===== config.mk =====
export PLATFORM = sky130hd
export DESIGN_NAME = fifo_sync_param
export DESIGN_NICKNAME = d
export VERILOG_FILES = /design/src/rtl/fifo_pkg.sv /design/src/rtl/fifo_mem.sv /design/src/rtl/fifo_sync_param.sv
export SDC_FILE = /design/constraint.sdc
export NUM_CORES = 1
export LEC_CHECK = 0
export CAP_MARGIN = 20
export CORE_ASPECT_RATIO = 1.4
export CORE_MARGIN = 1
export CORE_UTILIZATION = 64
export CTS_CLUSTER_DIAMETER = 80
export DETAILED_ROUTE_END_ITERATION = 12
export PLACE_DENSITY = 0.85
export REMOVE_ABC_BUFFERS = 1
export SLEW_MARGIN = 20
export SYNTH_ARGS = -nofsm -noshare
export SYNTH_HDL_FRONTEND = slang
export SYNTH_SLANG_ARGS = --single-unit

===== constraint.sdc =====
create_clock -name clk -period 4.66 [get_ports clk]
set_input_delay 0.932 -clock clk [delete_from_list [all_inputs] [get_ports clk]]
set_output_delay 0.932 -clock clk [all_outputs]
set_load 0.02 [all_outputs]

===== src/rtl/fifo_pkg.sv =====
// Shared definitions for the FIFO family: sizing helpers, default geometry
// and the per-cycle operation encoding used by the control logic.
package fifo_pkg;

    localparam int FIFO_DEF_DATA_WIDTH = 8;
    localparam int FIFO_DEF_DEPTH      = 16;

    // Encoding is {write accepted, read accepted} so the enum can be cast
    // straight from the two accept strobes.
    typedef enum logic [1:0] {
        OP_NONE = 2'b00,
        OP_RD   = 2'b01,
        OP_WR   = 2'b10,
        OP_RW   = 2'b11
    } fifo_op_e;

    // Ceiling log2, usable in constant expressions.
    function automatic int fifo_clog2(input int n);
        int r;
        r = 0;
        for (int i = 0; i < 31; i++) begin
            if ((1 << i) < n) r = i + 1;
        end
        return r;
    endfunction

    // Pointer width: address bits plus one wrap bit to tell full from empty.
    function automatic int fifo_ptr_w(input int depth);
        return fifo_clog2(depth) + 1;
    endfunction

endpackage


===== src/rtl/fifo_mem.sv =====
// DEPTH x DATA_WIDTH register array: one synchronous write port and one
// asynchronous read port. Contents are deliberately not reset.
module fifo_mem #(
    parameter int DATA_WIDTH = 8,
    parameter int DEPTH      = 16,
    parameter int AW         = 4
) (
    input  logic                  clk,
    input  logic                  wr_en,
    input  logic [AW-1:0]         wr_addr,
    input  logic [DATA_WIDTH-1:0] wr_data,
    input  logic [AW-1:0]         rd_addr,
    output logic [DATA_WIDTH-1:0] rd_data
);

    logic [DEPTH-1:0][DATA_WIDTH-1:0] mem;

    // Write port: store on the clock edge when enabled.
    always_ff @(posedge clk) begin
        if (wr_en) mem[wr_addr] <= wr_data;
    end

    assign rd_data = mem[rd_addr];

endmodule


===== src/rtl/fifo_sync_param.sv =====
// Parametrised single-clock FIFO with occupancy count, almost-full/empty
// thresholds and one-cycle overflow/underflow pulses.
// Build option: FIFO_FWFT_EN selects first-word fall-through output; when
// undefined, data_out is a register loaded one cycle after an accepted read.
module fifo_sync_param
    import fifo_pkg::*;
#(
    parameter int DATA_WIDTH = FIFO_DEF_DATA_WIDTH,
    parameter int DEPTH      = FIFO_DEF_DEPTH,
    parameter int AF_LEVEL   = 14,
    parameter int AE_LEVEL   = 2,
    localparam int PW        = fifo_ptr_w(DEPTH),
    localparam int AW        = PW - 1
) (
    input  logic                  clk,
    input  logic                  rst,
    input  logic                  we,
    input  logic [DATA_WIDTH-1:0] data_in,
    input  logic                  re,
    output logic [DATA_WIDTH-1:0] data_out,
    output logic                  full,
    output logic                  empty,
    output logic                  almost_full,
    output logic                  almost_empty,
    output logic [AW:0]           count,
    output logic                  overflow,
    output logic                  underflow
);

    localparam logic [AW:0] AF_CNT = (AW+1)'(AF_LEVEL);
    localparam logic [AW:0] AE_CNT = (AW+1)'(AE_LEVEL);

    logic [AW:0]           wr_ptr, rd_ptr, count_q;
    logic [AW:0]           wr_ptr_nxt, rd_ptr_nxt, count_nxt;
    logic                  full_q, empty_q, af_q, ae_q, ovf_q, unf_q;
    logic                  full_nxt, empty_nxt;
    logic                  wr_ok, rd_ok;
    fifo_op_e              op;
    logic [DATA_WIDTH-1:0] mem_rd;

    fifo_mem #(
        .DATA_WIDTH (DATA_WIDTH),
        .DEPTH      (DEPTH),
        .AW         (AW)
    ) u_mem (
        .clk     (clk),
        .wr_en   (wr_ok),
        .wr_addr (wr_ptr[AW-1:0]),
        .wr_data (data_in),
        .rd_addr (rd_ptr[AW-1:0]),
        .rd_data (mem_rd)
    );

    // Accept logic and next-state pointers, count and full/empty.
    // A write into a full FIFO is allowed only when a read frees the slot in
    // the same cycle; a read of an empty FIFO is never accepted.
    always_comb begin
        rd_ok      = re && !empty_q;
        wr_ok      = we && (!full_q || rd_ok);
        op         = fifo_op_e'({wr_ok, rd_ok});
        wr_ptr_nxt = wr_ok ? wr_ptr + 1'b1 : wr_ptr;
        rd_ptr_nxt = rd_ok ? rd_ptr + 1'b1 : rd_ptr;
        count_nxt  = count_q;
        case (op)
            OP_WR:   count_nxt = count_q + 1'b1;
            OP_RD:   count_nxt = count_q - 1'b1;
            default: count_nxt = count_q;
        endcase
        empty_nxt  = (wr_ptr_nxt == rd_ptr_nxt);
        full_nxt   = (wr_ptr_nxt[AW-1:0] == rd_ptr_nxt[AW-1:0]) &&
                     (wr_ptr_nxt[AW] != rd_ptr_nxt[AW]);
    end

    // Pointer, occupancy and flag registers; every flag is derived from the
    // same next state so they always agree with count.
    always_ff @(posedge clk) begin
        if (rst) begin
            wr_ptr  <= '0;
            rd_ptr  <= '0;
            count_q <= '0;
            full_q  <= 1'b0;
            empty_q <= 1'b1;
            af_q    <= 1'b0;
            ae_q    <= 1'b1;
            ovf_q   <= 1'b0;
            unf_q   <= 1'b0;
        end else begin
            wr_ptr  <= wr_ptr_nxt;
            rd_ptr  <= rd_ptr_nxt;
            count_q <= count_nxt;
            full_q  <= full_nxt;
            empty_q <= empty_nxt;
            af_q    <= (count_nxt >= AF_CNT);
            ae_q    <= (count_nxt <= AE_CNT);
            // A concurrent read makes room, so only a lone write overflows;
            // a concurrent write into an empty FIFO is not an underflow.
            ovf_q   <= we && full_q && !re;
            unf_q   <= re && empty_q && !we;
        end
    end

`ifdef FIFO_FWFT_EN
    logic [DATA_WIDTH-1:0] head_q;

    // Remember the most recent head so the output stays stable while empty.
    always_ff @(posedge clk) begin
        if (rst)          head_q <= '0;
        else if (!empty_q) head_q <= mem_rd;
    end

    assign data_out = empty_q ? head_q : mem_rd;
`else
    logic [DATA_WIDTH-1:0] dout_q;

    // Registered read data: loads on an accepted read, holds otherwise.
    always_ff @(posedge clk) begin
        if (rst)        dout_q <= '0;
        else if (rd_ok) dout_q <= mem_rd;
    end

    assign data_out = dout_q;
`endif

    assign full         = full_q;
    assign empty        = empty_q;
    assign almost_full  = af_q;
    assign almost_empty = ae_q;
    assign count        = count_q;
    assign overflow     = ovf_q;
    assign underflow    = unf_q;

endmodule


==> results.json <==
{
  "status": "complete, no violations",
  "setup_viol": 0,
  "criticalPathCategory": "in -> reg",
  "tritoncts.num_buffers": 17,
  "synthCells": 377,
  "wl_per_cell_um": 23.1,
  "clkLatencyLatePin_ns": 0.42,
  "synth_cell_types": 47,
  "yosysSeqAreaShare_pct": 68.8,
  "die_h_um": 121,
  "ys_ff_latch": 157,
  "crit_required_ns": 5.03,
  "synth_ff_type": "edfxtp_1",
  "min_period_ns": 3.40,
  "std_cell_rows": 42,
  "drive_above_1_share_pct": 13.9,
  "clock_sinks": 157,
  "final_cell_area_um2": 7410,
  "yosysMostFrequentCell": "edfxtp_1",
  "viasPerCell": 6.32,
  "post-route-drc-count": 0,
  "ctsResizeCount": 0,
  "p_leak_nw": 2.50,
  "yosysWarnings": 0,
  "grt_antenna_before_repair": 0,
  "cts_root_buf": "clkbuf_16",
  "synth-simple-area-share_pct": 5.29,
  "fmax_ghz": 0.294,
  "final_hold_viol_count": 0,
  "timing.final.max_slew_violations": 0,
  "r2r_start": "empty$_SDFF_PP1_",
  "yosys.area.top_type": "edfxtp_1",
  "fin_hold_ws_ns": 0.489,
  "finalNonFillerCells": 557,
  "hold_buffers": 0,
  "hpwlAfterDp_um": 7860,
  "postCtsSetupBuffers": 0,
  "gp_congestion": 0.846,
  "post-route-period-util_pct": 73.0,
  "drv_cap": 0,
  "grt_overflow": 0,
  "tns_ns": 0,
  "p_per_area_nw_per_um2": 443,
  "yosys.area_share.xor_xnor_pct": 2.80,
  "grt_pass1_vias": 3512,
  "vdd_drop_max_mv": 0.359,
  "finalClockSkew_ns": 0.0166,
  "first_pass_iters": 10,
  "coreArea_um2": 9620,
  "synth-async-reset-ratio_pct": 0,
  "dp_cells": 525,
  "start_util_pct": 66.9,
  "synthAdderAreaFrac_pct": 1.56,
  "worst_slew_pin_slew_ns": 0.900,
  "syn_to_final_growth_pct": 15.2,
  "worstPathMaxFanout": 22,
  "syn_area_um2": 6430,
  "worstPathArrival_ns": 3.77,
  "synth_top_area_share_pct": 59.8,
  "yosys-top-cells-count": "edfxtp_1 (128), nor2_1 (36), dfxtp_1 (29)",
  "hold_path_class": "reg -> reg",
  "syn_avg_cell_area_um2": 17.1,
  "fin_util_pct": 77.0,
  "pre_cts_slack_ns": 0.841,
  "port_buffers": 30,
  "synth_edf_count": 128,
  "setup.worst_path.start": "re",
  "synth_compound_area_share_pct": 5.62,
  "ios": 31,
  "antenna_cells": 0,
  "grt_pass1_wl_um": 19900,
  "hp-start": "data_out[3]$_SDFFE_PP0P_",
  "grt_start_max_net_pins": 36,
  "slew_headroom_pct": 39.8,
  "ant_nets": 0,
  "synth_top_family_by_area": "multiplexers",
  "die_area_um2": 10500,
  "worst_slack_ns": 1.26,
  "dpl_cell_area_um2": 6800,
  "cts.path.max_buffers": 2,
  "cp-end-kind": "register",
  "rsz0062_at_grt": "false",
  "nets": 432,
  "ctsHtreeMaxLevel": 4,
  "vias": 3519,
  "ys_top_cells_by_area": "edfxtp_1 (60%), dfxtp_1 (9.0%), mux4_1 (8.6%), mux4_2 (3.9%), nor2_1 (2.1%)",
  "wl_um": 12900,
  "drt-initial-drc-count": 381,
  "grtUsageTotal_pct": 27.6,
  "ff2ff_setup_slack_ns": 1.90,
  "start_kind": "input pin",
  "synthMuxAreaShare_pct": 12.9,
  "power_mw": 3.28,
  "cts_tree": "yes",
  "clk_pin_slew_ns": 0.06,
  "dieWidth_um": 86.7
}
## metal layers
| metal | part of all wire, % | routed length [um] | GRT usage (%) |
|---|---|---|---|
| met1 | 40 | 5180 | 35.6 |
| met2 | 51 | 6530 | 43.2 |
| met3 | 5.4 | 693 | 7.10 |
| met4 | 3.5 | 447 | 14.8 |
| met5 | 0 | 0 | 0 |
## path summary, 6_finish.rpt
check | end | cells past startpoint
worst max register to register | almost_empty$_SDFF_PP1_ | 12
worst min-delay path | data_out[3]$_SDFFE_PP0P_ | 2
worst min register to register | data_out[3]$_SDFFE_PP0P_ | 2
worst max-delay path | almost_empty$_SDFF_PP1_ | 13
## cell type report
type | instances | area [um2]
clock buffers | 25 | 562
clock inverters | 7 | 42.5
fillers | 543 | 2210
inverters | 10 | 40.0
multi-input cells | 188 | 1810
flip-flops and latches | 157 | 4430
well taps | 132 | 165
repair buffers | 38 | 360
## logic make-up after synthesis
group	Yosys count
compound gates	56
xor+xnor	19
fa+ha+maj	8
buf+inv	32
flops	157
mux	35
simple gates	70
## placed cells by master (no fill, tap or decap), drive strengths merged, types with 2 or more instances in the layout
cell type,instances
o211ai,2
nand2,9
clkbuf,25
dfxtp,29
a21oi,23
mux2i,3
nor3,5
edfxtp,128
inv,13
clkinv,4
mux4,32
nor2,36
a22oi,16
ha,8
buf,8
o22ai,2
clkdlybuf4s50,30
nor4b,3
xnor2,8
nand2b,4
nor2b,3
o21ai,5
xor2,10
o31ai,2
nand4,5
## registers in the layout, indices dropped and copies added (netlist names)
| register | cells |
|---|---|
| rd_ptr | 5 |
| almost_empty | 1 |
| empty | 1 |
| full | 1 |
| u_mem.mem | 128 |
| underflow | 1 |
| wr_ptr | 5 |
| data_out | 8 |
| count | 5 |
| overflow | 1 |
| almost_full | 1 |
## critical path, stage by stage
cell and delay (ns):
clkdlybuf4s50_1 0.57, nand2b_4 0.20, a21boi_0 0.22, buf_4 0.16, inv_1 0.05, ha_1 0.25
xor2_1 0.19, ha_1 0.20, nor2_1 0.07, o31a_1 0.25, o211ai_1 0.20, xor2_1 0.26
a41o_1 0.21
## power breakdown
group / total (mW) / leakage (nW) / switching [mW] / internal, mW
Sequential: 1.60 / 1.39 / 0.0513 / 1.55
Combinational: 0.303 / 0.799 / 0.154 / 0.149
Clock: 1.38 / 0.308 / 0.539 / 0.839
Total: 3.28 / 2.50 / 0.744 / 2.54
Power figures use the tool's default switching activity.
